--- config.mk ---
export PLATFORM = sky130hd
export DESIGN_NAME = johnson_seq_ctrl
export DESIGN_NICKNAME = d
export VERILOG_FILES = /design/src/rtl/johnson_seq_ctrl.sv
export SDC_FILE = /design/constraint.sdc
export NUM_CORES = 1
export LEC_CHECK = 0
export CORE_MARGIN = 2
export CORE_UTILIZATION = 50
export CTS_CLUSTER_SIZE = 25
export DETAILED_ROUTE_END_ITERATION = 12
export GPL_ROUTABILITY_DRIVEN = 1
export GPL_TIMING_DRIVEN = 0
export PLACE_DENSITY = 0.81
export SETUP_SLACK_MARGIN = 0.1
export SYNTH_ARGS = -nofsm -noshare
export SYNTH_HDL_FRONTEND = slang
export SYNTH_SLANG_ARGS = --single-unit
--- constraint.sdc ---
create_clock -name clk -period 4 [get_ports clk]
set_input_delay 0.8 -clock clk [delete_from_list [all_inputs] [get_ports clk]]
set_output_delay 0.8 -clock clk [all_outputs]
set_load 0.005 [all_outputs]
--- src/rtl/johnson_seq_ctrl.sv ---
// Johnson counter sequencer: runs count_len forward/reverse steps under an IDLE/RUN/DONE FSM.
// Optional illegal-code recovery and sticky err flag enabled by defining JC_ILLEGAL_RECOVER_EN.
module johnson_seq_ctrl #(
    parameter int unsigned WIDTH = 4,
    parameter int unsigned CNT_W = 8,
    localparam int unsigned PW   = $clog2(2 * WIDTH)
) (
    input  logic             clk,
    input  logic             reset,
    input  logic             clr,
    input  logic             start,
    input  logic             stop,
    input  logic             dir,
    input  logic [CNT_W-1:0] count_len,
    output logic [WIDTH-1:0] Q,
    output logic [PW-1:0]    phase_idx,
    output logic             busy,
    output logic             done,
    output logic             err
);

    typedef enum logic [1:0] {StIdle, StRun, StDone} state_e;

    state_e           state;
    logic [CNT_W-1:0] remaining;
    logic [WIDTH-1:0] q_fwd;
    logic [WIDTH-1:0] q_rev;

    assign q_fwd = {Q[WIDTH-2:0], ~Q[WIDTH-1]};
    assign q_rev = {~Q[0], Q[WIDTH-1:1]};

`ifdef JC_ILLEGAL_RECOVER_EN
    logic             err_q;
    logic             legal;
    logic [WIDTH-1:0] q_inv;

    // Legal codes are a contiguous run of ones anchored at the LSB or at the MSB.
    assign q_inv = ~Q;
    assign legal = ((Q & (Q + WIDTH'(1))) == '0) || ((q_inv & (q_inv + WIDTH'(1))) == '0);
    assign err   = err_q;
`else
    assign err = 1'b0;
`endif

    always_ff @(posedge clk or negedge reset) begin
        if (!reset) begin
            Q         <= '0;
            state     <= StIdle;
            remaining <= '0;
            busy      <= 1'b0;
            done      <= 1'b0;
`ifdef JC_ILLEGAL_RECOVER_EN
            err_q     <= 1'b0;
`endif
        end else if (clr) begin
            Q         <= '0;
            state     <= StIdle;
            remaining <= '0;
            busy      <= 1'b0;
            done      <= 1'b0;
        end else begin
            done <= 1'b0;
            unique case (state)
                StIdle: begin
                    if (start) begin
                        if (count_len != '0) begin
                            remaining <= count_len;
                            state     <= StRun;
                            busy      <= 1'b1;
                        end else begin
                            state <= StDone;
                            done  <= 1'b1;
                        end
                    end
                end
                StRun: begin
                    if (stop) begin
                        state <= StIdle;
                        busy  <= 1'b0;
                    end else begin
                        Q         <= dir ? q_rev : q_fwd;
                        remaining <= remaining - CNT_W'(1);
                        if (remaining == CNT_W'(1)) begin
                            state <= StDone;
                            busy  <= 1'b0;
                            done  <= 1'b1;
                        end
                    end
                end
                StDone: state <= StIdle;
                default: begin
                    state <= StIdle;
                    busy  <= 1'b0;
                end
            endcase
`ifdef JC_ILLEGAL_RECOVER_EN
            // Recovery overrides any step; the FSM and remaining count proceed as normal.
            if (!legal) begin
                Q     <= '0;
                err_q <= 1'b1;
            end
`endif
        end
    end

    always_comb begin
        int unsigned pop;
        pop = 0;
        for (int i = 0; i < int'(WIDTH); i++) begin
            pop += 32'(Q[i]);
        end
        if (Q[0] || (Q == '0)) begin
            phase_idx = PW'(pop);
        end else begin
            phase_idx = PW'(2 * WIDTH - pop);
        end
    end

endmodule

After elaboration in Yosys (flattened, before gate mapping)
Cells that the tools add are included.
- bits in registers: 16
- input port bits: 14
- logic and storage cells: 59
- $add $sub $neg: 5
- eq/ne operators: 9
- multiplexer cells: 28
- bitwise operators: 2
- reductions and logical operators: 10
- operators with widths (cell ; number):
    2-to-1 mux 8 bit ; 4
    2-to-1 mux 4 bit ; 4
    case mux 8 bit (2 select lines) ; 1
    2-to-1 mux 1 bit ; 10
    2-to-1 mux 2 bit ; 5
    inequality test 3 bit (second input constant) ; 3
    == test 8 x 1 -> 1 bit (second input constant) ; 1
    AND reduction 4 bit ; 2
    nonzero test 8 bit ; 1
    subtractor 8 x 1 -> 8 bit (second input constant) ; 1
    logical NOT 4 bit ; 1
    inequality test 2 bit (second input constant) ; 2
    inequality test 4 bit (second input constant) ; 1
    case mux 2 bit (2 select lines) ; 1
    AND reduction 2 bit ; 2
    adder 2 x 1 -> 3 bit ; 1
    adder 3 x 1 -> 3 bit ; 1
    2-to-1 mux 3 bit ; 1
    case mux 1 bit (3 select lines) ; 1
    nonzero test 3 bit ; 1
    subtractor 1 x 3 -> 3 bit (first input constant) ; 1
    adder 1 x 1 -> 2 bit ; 1
    == test 2 x 1 -> 1 bit (second input constant) ; 1
    == test 2 bit (second input constant) ; 1
    5 further kinds ; 6

Depth between registers and ports, before layout
- depth in word-level cells: 5
- gate-level depth with buffers: 9
- mapped depth without buffers: 9

Least setup slack after synthesis
Ideal clock, no wire load.
- path kind: flip-flop to output port
- from: register Q[0]
- to: output phase_idx[2]
- arrival time: 1970 ps
- data required time: 3200 ps
- slack: 1230 ps
- cell stages (with the launch flop): 10
- path buffers: 0
- cell sequence: dfrtp_1 > inv_1 > fa_1 > inv_1 > ha_1 > ha_1 > inv_1 > ha_1 > nor2b_1 > xor2_1
- cells in the longest elaborated chain, start to end: 5
- elaborated cells between the ends (all ways): 7
- classes of those cells: add/sub: 4; mux: 1; reduce/logical: 2
- RTL lines (item ; line ; source):
    start: declaration ; 15 ; output logic [WIDTH-1:0] Q,
    start signal: assignment ; 81 ; Q <= dir ? q_rev : q_fwd;
    adder 1 x 1 -> 2 bit ; 110 ; pop += 32'(Q[i]);
    adder 2 x 1 -> 3 bit ; 110 ;
    adder 3 x 1 -> 3 bit ; 110 ;
    subtractor 1 x 3 -> 3 bit ; 115 ; phase_idx = PW'(2 * WIDTH - pop);
    2-to-1 mux 3 bit * ; 112 ; if (Q[0] || (Q == '0)) begin
    end: declaration ; 16 ; output logic [PW-1:0] phase_idx,
Every way passes the cells marked *; elsewhere a longest branch is shown, timed or not.

Final worst setup path
Same ends and word-level chain as after synthesis.

==> impl_metrics.env <==
export IMPL_grt_max_degree=17
export IMPL_io_buffers=20
export IMPL_timing_hold_ws_ns=0.521
export IMPL_leakagePower_uw=0.000615
export IMPL_ys_types=44
export IMPL_vias=1045
export IMPL_rsz0062_at_grt="false"
export IMPL_cts_tree="yes"
export IMPL_start_kind="register"
export IMPL_placed_area_um2=1380
export IMPL_routed_wl_mm=2.46
export IMPL_clockPowerShare_pct=25.6
export IMPL_wl_per_cell_um=13.5
export IMPL_floorplan_die_area_um2=2690
export IMPL_drv_slew=0
export IMPL_synthesis_nets=151
export IMPL_gp_congestion=0.845
export IMPL_hold_buffers=0
export IMPL_start_util_pct=52.3
export IMPL_outcome="finished clean"
export IMPL_r2r_setup_slack_ns=2.23
export IMPL_nFillCells=188
export IMPL_final_area_um2=1420
export IMPL_seqPwrFrac_pct=43.7
export IMPL_cp_arrival_ns=2.86
export IMPL_grtUsageTotal_pct=20.6
export IMPL_overflow=0
export IMPL_worstRegToRegCells=5
export IMPL_synthAdderAreaFrac_pct=8.30
export IMPL_htree_levels=1
export IMPL_syn_inst=130
export IMPL_die_w_um=51.9
export IMPL_synth_simple_gate_area_share_pct=21.7
export IMPL_setup_violations=0
export IMPL_first_pass_iters=4
export IMPL_cts_buffers=3
export IMPL_insertion_delay_ns=0.30
export IMPL_critPathBufInv=4
export IMPL_area_delta_synth_final_pct=23.7
export IMPL_crit_chain="inv_1 > fa_1 > inv_1 > ha_1 > ha_1 > inv_1 > ha_1 > nor2b_1 > xor2_1 > clkdlybuf4s50_1"
export IMPL_grt_pass1_vias=947
export IMPL_cap_viol_max_count=0
export IMPL_yosys_most_used_dff="dfrtp_1"
export IMPL_p_switching_uw=139
export IMPL_critPathCaptureType="primary output"
export IMPL_nets=176
export IMPL_antenna_cells=0
export IMPL_timing_final_ws_setup_ns=0.343
export IMPL_ys_warn_count=0
export IMPL_synth_seq_area_share_pct=34.9
export IMPL_cp_num_cells=10
export IMPL_critPathSlowestCell="fa_1"
export IMPL_synth_xor_area_share_pct=0.764
export IMPL_drive_gt1_share_pct=9.74
export IMPL_synthesis_area_um2=1150
export IMPL_pin_count=24
export IMPL_tightestPinTransition_ns=0.796
export IMPL_syn_area_per_cell_um2=8.82
export IMPL_first_iter_violations=12
export IMPL_final_util_pct=64.7
export IMPL_p_int_uw=293
export IMPL_clkTransAtPathRegs_ns=0.09
export IMPL_fin_tns_setup_ns=0
export IMPL_die_h_um=51.9
export IMPL_p_comb_share_pct=30.7
export IMPL_clkSinkCount=16
export IMPL_switching_share_pct=32.1
export IMPL_cp_top_family="adder cells"
export IMPL_core_area_um2=2190
export IMPL_synth_compound_area_share_pct=23.1
export IMPL_cpPeakStageDelay_ns=0.54
export IMPL_cts_setup_buffers=0
export IMPL_fin_crit_sh_pct=91.4
export IMPL_fmax_ghz=0.273
export IMPL_via_per_inst=5.74
export IMPL_antenna_found_initial=0
export IMPL_slew_headroom_pct=46.5
export IMPL_synth_mux_area_share_pct=2.62
export IMPL_cts_buffer_depth=2
export IMPL_drtAntennaViolNets=0
export IMPL_seq_area_um2=400
export IMPL_ir_worst_vdd_uv=229
export IMPL_finClkSkew_ns=0.00785
export IMPL_finalHoldViolCount=0
export IMPL_grt_pass1_wl_mm=4.13
export IMPL_hp_class="register to register"
export IMPL_power_density_nw_per_um2=304
export IMPL_fin_crit_ns=3.66
export IMPL_ys_ff_latch=16
export IMPL_root_buffer="clkbuf_4"
export IMPL_worstSetupPathType="register to primary output"
export IMPL_required_ns=3.20
export IMPL_dp_slack_ns=0.648
export IMPL_hold_path_depth=1
export IMPL_ys_async_sr_fraction_pct=100
export IMPL_synth_top_family_by_area="compound AO/OA/AOI/OAI gates"
export IMPL_multi_input_area_um2=652
export IMPL_cts_resized=0
export IMPL_hpwlAfterDp_mm=1.94
export IMPL_synth_edf_count=0
export IMPL_path_max_fanout=5
export IMPL_remaining_drc_errors=0
export IMPL_row_count=17
-- cells in the mapped netlist (2+ instances only) --
| library cell | instances | area share, % |
|---|---|---|
| dfrtp_1 | 16 | 35 |
| nor2_1 | 12 | 3.9 |
| a21oi_1 | 10 | 4.4 |
| inv_1 | 10 | 3.3 |
| o22ai_1 | 8 | 4.4 |
| nand2_1 | 7 | 2.3 |
| ha_1 | 6 | 6.6 |
| nor3_1 | 6 | 2.6 |
| o2bb2ai_1 | 5 | 3.8 |
| o21ai_0 | 4 | 1.7 |
| mux2i_1 | 3 | 2.6 |
| and3_1 | 2 | 1.1 |
| buf_2 | 2 | 0.87 |
| buf_6 | 2 | 2.0 |
| clkbuf_1 | 2 | 0.66 |
| nand3_1 | 2 | 0.87 |
| nor2b_1 | 2 | 1.1 |
| nor3b_1 | 2 | 1.3 |
| nor4_1 | 2 | 1.1 |
| o221ai_1 | 2 | 1.5 |
| or4_4 | 2 | 2.0 |
-- through the flow --
step | total power [uW] | cells
global placement | 319 | 178
floorplan | 279 | 130
detailed placement | 323 | 178
global route | 456 | 182
finish | 431 | 182
CTS | 432 | 182
-- cells by family (layout without fill, tap and decap cells) --
kind of cell | count (synthesis) | after routing
AND/OR/NAND/NOR | 45 | 45
AO/OA/AOI/OAI | 38 | 38
buffers and inverters | 19 | 43
adder cells (fa/ha/maj) | 7 | 7
other | 1 | 1
XOR/XNOR | 1 | 1
flip-flops | 16 | 16
multiplexers | 3 | 3
-- layout by cell type, fill, tap and decap left out, types with 3 or more instances in the layout --
cell type         n
a21oi_1          10
clkbuf_4          3
clkdlybuf4s50_1  20
dfrtp_1          16
ha_1              6
inv_1            10
mux2i_1           3
nand2_1           7
nor2_1           12
nor3_1            6
o21ai_0           4
o22ai_1           8
o2bb2ai_1         5
-- final timing paths --
| path | from | to |
|---|---|---|
| max | Q[0] | phase_idx[2] |
| max reg2reg | remaining[2] | busy |
| min | busy | busy |
| min reg2reg | busy | busy |
| min in group asynchronous | reset | remaining[0] |
| max in group asynchronous | reset | remaining[6] |
-- area by class of cell --
class,count,area share [%]
inverters,10,2.65
flip-flops and latches,16,28.2
clock buffers,4,2.56
repair buffers,20,14.1
multi-input cells,95,46.0
plain buffers,9,3.97
well taps,28,2.47
-- power by group through the flow --
stage,clock (uW),combinational (uW),sequential [uW]
after floorplan,0,90.8,188
after global placement,0,128,191
after detailed placement,0,132,192
after CTS,111,132,188
after global routing,119,146,191
final,111,132,188
-- sequential cells by signal, summed over array words and instances (netlist names) --
register   cells
state          2
done           1
busy           1
Q              4
remaining      8
-- routing by layer --
| layer | routed length (um) | track usage (%) | up-vias |
|---|---|---|---|
| met1 | 1120 | 25.0 | 505 |
| met4 | 25 | 5.26 | 0 |
| met2 | 1220 | 36.1 | 18 |
| met3 | 89 | 5.17 | 4 |
| met5 | 0 | 0 | - |
| li1 | - | - | 518 |
Note: power is estimated with default switching activity, not from simulation.
